File: src/rtl/mdu_sequencer_pkg.sv
// mdu_sequencer_pkg: shared encodings, FSM states and op-decoding helpers for the iterative multiply/divide unit
package mdu_sequencer_pkg;
    localparam logic [2:0] MDU_OP_MUL    = 3'b000;
    localparam logic [2:0] MDU_OP_MULH   = 3'b001;
    localparam logic [2:0] MDU_OP_MULHSU = 3'b010;
    localparam logic [2:0] MDU_OP_MULHU  = 3'b011;
    localparam logic [2:0] MDU_OP_DIV    = 3'b100;
    localparam logic [2:0] MDU_OP_DIVU   = 3'b101;
    localparam logic [2:0] MDU_OP_REM    = 3'b110;
    localparam logic [2:0] MDU_OP_REMU   = 3'b111;
    localparam logic [3:0] ALU_FN_ADD = 4'b0000;
    localparam logic [3:0] ALU_FN_SUB = 4'b0001;
    localparam int CNT_W = 6;
    localparam logic [CNT_W-1:0] LAST_STEP = 6'd31;
    typedef enum logic [2:0] {S_IDLE, S_PREP, S_ITER, S_FIX, S_DONE} state_t;
    function automatic logic signed_a(input logic [2:0] op);
        return op == MDU_OP_MULH || op == MDU_OP_MULHSU || op == MDU_OP_DIV || op == MDU_OP_REM;
    endfunction
    function automatic logic signed_b(input logic [2:0] op);
        return op == MDU_OP_MULH || op == MDU_OP_DIV || op == MDU_OP_REM;
    endfunction
    function automatic logic is_div(input logic [2:0] op);
        return op == MDU_OP_DIV || op == MDU_OP_DIVU || op == MDU_OP_REM || op == MDU_OP_REMU;
    endfunction
    function automatic logic is_rem(input logic [2:0] op);
        return op == MDU_OP_REM || op == MDU_OP_REMU;
    endfunction
    function automatic logic is_high(input logic [2:0] op);
        return op == MDU_OP_MULH || op == MDU_OP_MULHSU || op == MDU_OP_MULHU;
    endfunction
endpackage

File: src/rtl/mdu_neg64.sv
// mdu_neg64: combinational 64-bit conditional two's complement
//   i_neg  in   1   negate when high, pass through otherwise
//   i_val  in   64  value
//   o_val  out  64  i_neg ? -i_val : i_val
module mdu_neg64 (
    input  logic        i_neg,
    input  logic [63:0] i_val,
    output logic [63:0] o_val
);
    assign o_val = i_neg ? ~i_val + 64'd1 : i_val;
endmodule

File: src/rtl/mdu_sequencer.sv
// mdu_sequencer: iterative RV32M multiply/divide using the shared external ALU for per-step add/sub
//   i_clk, i_rst        clock, synchronous active-high reset
//   i_start, i_op       request (sampled in IDLE) and RV32M op code
//   i_rs1, i_rs2        dividend/multiplicand, divisor/multiplier
//   o_busy, o_alu_req   high from PREP through DONE; core routes ALU lines from here
//   o_done, o_result    one-cycle completion pulse, result held until next done
//   o_alu_a/b/fn        ALU operands and function, zero outside ITER
//   i_alu_r, i_alu_cf   ALU result and carry (sub: 1 = no borrow)
module mdu_sequencer
    import mdu_sequencer_pkg::*;
(
    input  logic        i_clk,
    input  logic        i_rst,
    input  logic        i_start,
    input  logic [2:0]  i_op,
    input  logic [31:0] i_rs1,
    input  logic [31:0] i_rs2,
    output logic        o_busy,
    output logic        o_alu_req,
    output logic        o_done,
    output logic [31:0] o_result,
    output logic [31:0] o_alu_a,
    output logic [31:0] o_alu_b,
    output logic [3:0]  o_alu_fn,
    input  logic [31:0] i_alu_r,
    input  logic        i_alu_cf
);
    state_t r_state, w_next;
    logic [2:0] r_op;
    logic [31:0] r_x, r_y, r_m, r_hi, r_lo, r_result;
    logic r_neg;
    logic [CNT_W-1:0] r_cnt;
    logic w_div, w_rem, w_sa, w_sb, w_zero, w_ovf, w_spec, w_use, w_take, w_fix;
    logic [32:0] w_rem_s;
    logic [31:0] w_spec_res, w_fix_res;
    logic [63:0] w_fix_in, w_na_in, w_na, w_nb;
    logic w_unused_nb;

    assign w_div  = is_div(r_op);
    assign w_rem  = is_rem(r_op);
    assign w_sa   = signed_a(r_op) & r_x[31];
    assign w_sb   = signed_b(r_op) & r_y[31];
    assign w_zero = r_y == 32'd0;
    assign w_ovf  = signed_b(r_op) & r_x == 32'h8000_0000 & r_y == 32'hFFFF_FFFF;
    assign w_spec = w_div & (w_zero | w_ovf);
    assign w_spec_res = w_zero ? (w_rem ? r_x : 32'hFFFF_FFFF) : (w_rem ? 32'd0 : 32'h8000_0000);
    // Divide keeps the remainder in r_hi and the quotient in r_lo; the 33rd remainder bit is r_hi[31] shifted out
    assign w_rem_s = {r_hi, r_lo[31]};
    assign w_take  = i_alu_cf | w_rem_s[32];
    assign w_use   = r_state == S_ITER & (w_div | r_lo[0]);
    assign w_fix   = r_state == S_FIX;
    assign w_fix_in = w_div ? {32'd0, w_rem ? r_hi : r_lo} : {r_hi, r_lo};
    // One negator serves PREP (|rs1|) and FIX (sign correction); the second one only takes |rs2|
    assign w_na_in  = w_fix ? w_fix_in : {32'd0, r_x};
    assign w_fix_res = is_high(r_op) ? w_na[63:32] : w_na[31:0];
    assign w_unused_nb = ^w_nb[63:32];

    mdu_neg64 u_neg_a (.i_neg(w_fix ? r_neg : w_sa), .i_val(w_na_in), .o_val(w_na));
    mdu_neg64 u_neg_b (.i_neg(w_sb), .i_val({32'd0, r_y}), .o_val(w_nb));

    assign o_busy    = r_state != S_IDLE;
    assign o_alu_req = o_busy;
    assign o_done    = r_state == S_DONE;
    assign o_result  = r_result;

    always_comb begin
        w_next   = r_state;
        o_alu_a  = '0;
        o_alu_b  = '0;
        o_alu_fn = ALU_FN_ADD;
        case (r_state)
            S_IDLE:  w_next = i_start ? S_PREP : S_IDLE;
            S_PREP:  w_next = w_spec ? S_DONE : S_ITER;
            S_ITER:  w_next = r_cnt == LAST_STEP ? S_FIX : S_ITER;
            S_FIX:   w_next = S_DONE;
            default: w_next = S_IDLE;
        endcase
        if (w_use) begin
            o_alu_a  = w_div ? w_rem_s[31:0] : r_hi;
            o_alu_b  = r_m;
            o_alu_fn = w_div ? ALU_FN_SUB : ALU_FN_ADD;
        end
    end

    always_ff @(posedge i_clk) begin
        if (i_rst) begin
            r_state  <= S_IDLE;
            r_op     <= '0;
            r_x      <= '0;
            r_y      <= '0;
            r_m      <= '0;
            r_hi     <= '0;
            r_lo     <= '0;
            r_neg    <= 1'b0;
            r_cnt    <= '0;
            r_result <= '0;
        end else begin
            r_state <= w_next;
            if (r_state == S_IDLE && i_start) begin
                r_op <= i_op;
                r_x  <= i_rs1;
                r_y  <= i_rs2;
            end else if (r_state == S_PREP) begin
                r_neg <= w_rem ? w_sa : w_sa ^ w_sb;
                r_m   <= w_div ? w_nb[31:0] : w_na[31:0];
                r_lo  <= w_div ? w_na[31:0] : w_nb[31:0];
                r_hi  <= '0;
                r_cnt <= '0;
                if (w_spec) r_result <= w_spec_res;
            end else if (r_state == S_ITER) begin
                r_cnt <= r_cnt + 1'b1;
                if (w_div) begin
                    r_hi <= w_take ? i_alu_r : w_rem_s[31:0];
                    r_lo <= {r_lo[30:0], w_take};
                end else if (r_lo[0]) begin
                    {r_hi, r_lo} <= {i_alu_cf, i_alu_r, r_lo[31:1]};
                end else begin
                    {r_hi, r_lo} <= {1'b0, r_hi, r_lo[31:1]};
                end
            end else if (w_fix) begin
                r_result <= w_fix_res;
            end
        end
    end
endmodule

File: config.mk
export PLATFORM = sky130hd
export DESIGN_NAME = mdu_sequencer
export DESIGN_NICKNAME = d
export VERILOG_FILES = /design/src/rtl/mdu_sequencer_pkg.sv /design/src/rtl/mdu_neg64.sv /design/src/rtl/mdu_sequencer.sv
export SDC_FILE = /design/constraint.sdc
export NUM_CORES = 1
export LEC_CHECK = 0
export CORE_ASPECT_RATIO = 1.25
export CORE_MARGIN = 1.5
export CORE_UTILIZATION = 51
export DETAILED_ROUTE_END_ITERATION = 7
export PLACE_DENSITY = 0.79
export RECOVER_POWER = 50
export SETUP_SLACK_MARGIN = 0.05
export SYNTH_ARGS = -nofsm -noshare
export SYNTH_HDL_FRONTEND = slang
export SYNTH_HIERARCHICAL = 1
export SYNTH_SLANG_ARGS = --single-unit
File: constraint.sdc
create_clock -name i_clk -period 3.45 [get_ports i_clk]
set_input_delay 0.69 -clock i_clk [delete_from_list [all_inputs] [get_ports i_clk]]
set_output_delay 0.69 -clock i_clk [all_outputs]
set_load 0.02 [all_outputs]
==> reports/metrics.yaml <==
logic_synthesis:
  ys_warn_count: 6
  avgSynthCellArea_sq_um: 8.04
  syn_area_sq_mm: 0.0142
  syn_inst: 1772
routing:
  wl_per_cell_um: 21.7
  avgViaCountPerCell: 6.34
  ant_nets: 0
  drc_errors: 0
  firstDrtPassIters: 6
  vias: 15000
  drt_iter0_markers: 1440
  finalWirelength_um: 51400
sta:
  max_freq_mhz: 286
  worstMarginPinSlew_ns: 1.82
  rsz0062_at_grt: "yes"
  relSlewSlack: -0.213
  period_minus_slack_ns: 3.50
  setup_tns_ns: -0.0513
  finalHoldViolations: 0
  setup_ws_ns: -0.0513
  finalClockSkew_ns: 0.0159
  slew_viol_final: 28
  setup_violations: 1
  finalCritPeriodShare: 1.01
global_route:
  grt_overflow: 0
  grt_max_degree: 122
  grt_pass1_wl_um: 78100
  gr-usage-all-layers: 0.338
  antenna_found_initial: 0
  grt_pass1_vias: 14100
die:
  pin_count: 206
  die_h_um: 190
  dieArea_sq_mm: 0.0289
  initial_utilization: 0.517
  core.rowCount: 68
  fp.dieW_um: 152
  core_sq_mm: 0.0276
critical_path:
  crit_required_ns: 3.91
  reg2reg_to: "o_result[30]"
  worstPathCellList: "nor2b_4, nand2_4, clkbuf_16, nand2_1, o21ai_0, or4_4, and3b_1, buf_6, nand2_2, buf_4, o41ai_4, xnor2_1, mux2i_1, o22ai_1, a21oi_1, nor3_2"
  slowest_stage: "or4_4"
  critPathCaptureType: "flop"
  worstSetupStartpointType: "flop"
  r2r-start: "r_state[0]"
  cp_max_fo: 9
  crit_type: "reg -> reg"
  r2r_setup_slack_ns: -0.05
  r2r_cells: 16
  slowest_delay_ns: 0.56
  critical_path.top_delay_family: "simple AND/OR/NAND/NOR gates"
  worstSetupStartpoint: "r_state[0]"
  worst-path-buf-inv: 3
  cp.arrival_ns: 3.97
run_status:
  violations: "max-capacitance violations, max-slew violations, negative setup slack"
  status: "finished, violations left"
final_layout:
  areaGrowthSynthToFinish_pct: 32.1
  n_antenna_cell: 0
  layout_common_cells: "nand2_1, dfxtp_1, clkdlybuf4s50_1"
  layout.nets: 2109
  finalInstanceArea_sq_mm: 0.0188
  fillers: 2236
  drive_above_1_share: 0.194
min_path:
  min_path_cells: 2
  holdPathEnd: "r_m[7]"
  min_path_type: "reg -> reg"
  hold_path.startpoint: "r_m[7]"
cts:
  cts_max_level: 1
  cts_tree: "built"
  hold_buffers: 0
  cts_root_buffer: "clkbuf_16"
  clock_latency_ns: 0.53
  cts_made_buffers: 21
  cts_sinks: 205
  path_clk_slew_ns: 0.07
  clk_path_buf_depth: 3
placement:
  dp_hpwl_um: 36800
  dpl_cell_area_sq_mm: 0.0174
  port_buffers: 202
  globalplace.congestion: 1.04
power:
  powerDensity_mw_per_mm2: 408
  ir_drop_mv: 0.286
  finalPower_mw: 7.66
  leakage_nw: 7.18
flow_run:
  maxCapViolCount: 1
metal layers:
metal | GRT usage | vias to the layer above | part of all wire
li1 | - | 6880 | -
met1 | 0.450 | 7139 | 0.40
met2 | 0.546 | 863 | 0.46
met3 | 0.0592 | 140 | 0.098
met4 | 0.133 | 0 | 0.041
met5 | 0 | - | 0
metrics by stage:
step,setup slack (ns),hold slack (ns),cells,utilization
after global placement,0.0224,0.487,2321,0.633
after detailed placement,-0.0432,0.488,2321,0.633
after CTS,0.0504,0.497,2363,0.663
after floorplan,0.0433,0.452,1774,-
after global routing,-0.116,0.515,2368,0.682
final,-0.0513,0.497,2368,0.682
worst max-delay path by stage:
stage / slack, ns / to / depth (start not counted)
3_5_place_dp: -0.04 / o_result[8] / 14
6_report: -0.05 / o_result[30] / 16
3_3_place_gp: 0.02 / o_result[30] / 14
4_1_cts: 0.05 / o_result[19] / 16
5_1_grt: -0.12 / o_result[30] / 15
2_1_floorplan: 0.04 / r_lo[19] / 14
layout make-up:
cell class | count | area, sq um | area share
Multi-Input combinational cell | 1388 | 9910 | 0.527
Tap cell | 350 | 438 | 0.0233
Clock buffer | 26 | 584 | 0.0311
Sequential cell | 205 | 4110 | 0.219
Inverter | 12 | 45.0 | 0.00240
Clock inverter | 12 | 158 | 0.00838
Timing Repair Buffer | 375 | 3560 | 0.189
sequential cells by signal, indices dropped and copies added (netlist names):
signal / count
o_result: 32
r_cnt: 6
r_hi: 32
r_lo: 32
r_m: 32
r_neg: 1
r_op: 3
r_state: 3
r_x: 32
r_y: 32
worst register-to-register path: cells and delay by family (launching register included):
family | cells | cell delay (ns)
AND/OR/NAND/NOR | 7 | 1.43
AO/OA/AOI/OAI | 4 | 0.83
buffers and inverters | 3 | 0.56
flip-flops | 1 | 0.34
XOR/XNOR | 1 | 0.19
multiplexers | 1 | 0.10
power by group:
| group | internal [mW] | switching [mW] |
|---|---|---|
| sequential | 2.55 | 0.237 |
| clock | 1.44 | 1.06 |
| combinational | 1.03 | 1.35 |
| total | 5.02 | 2.64 |
what timing repair did:
action	4_1_cts	5_1_grt
setup buffers	4	3
cloned	0	2
endpoints found under the setup margin	82	124
resized for setup	17	99
pin swaps	6	33
Power figures use the tool's default switching activity.
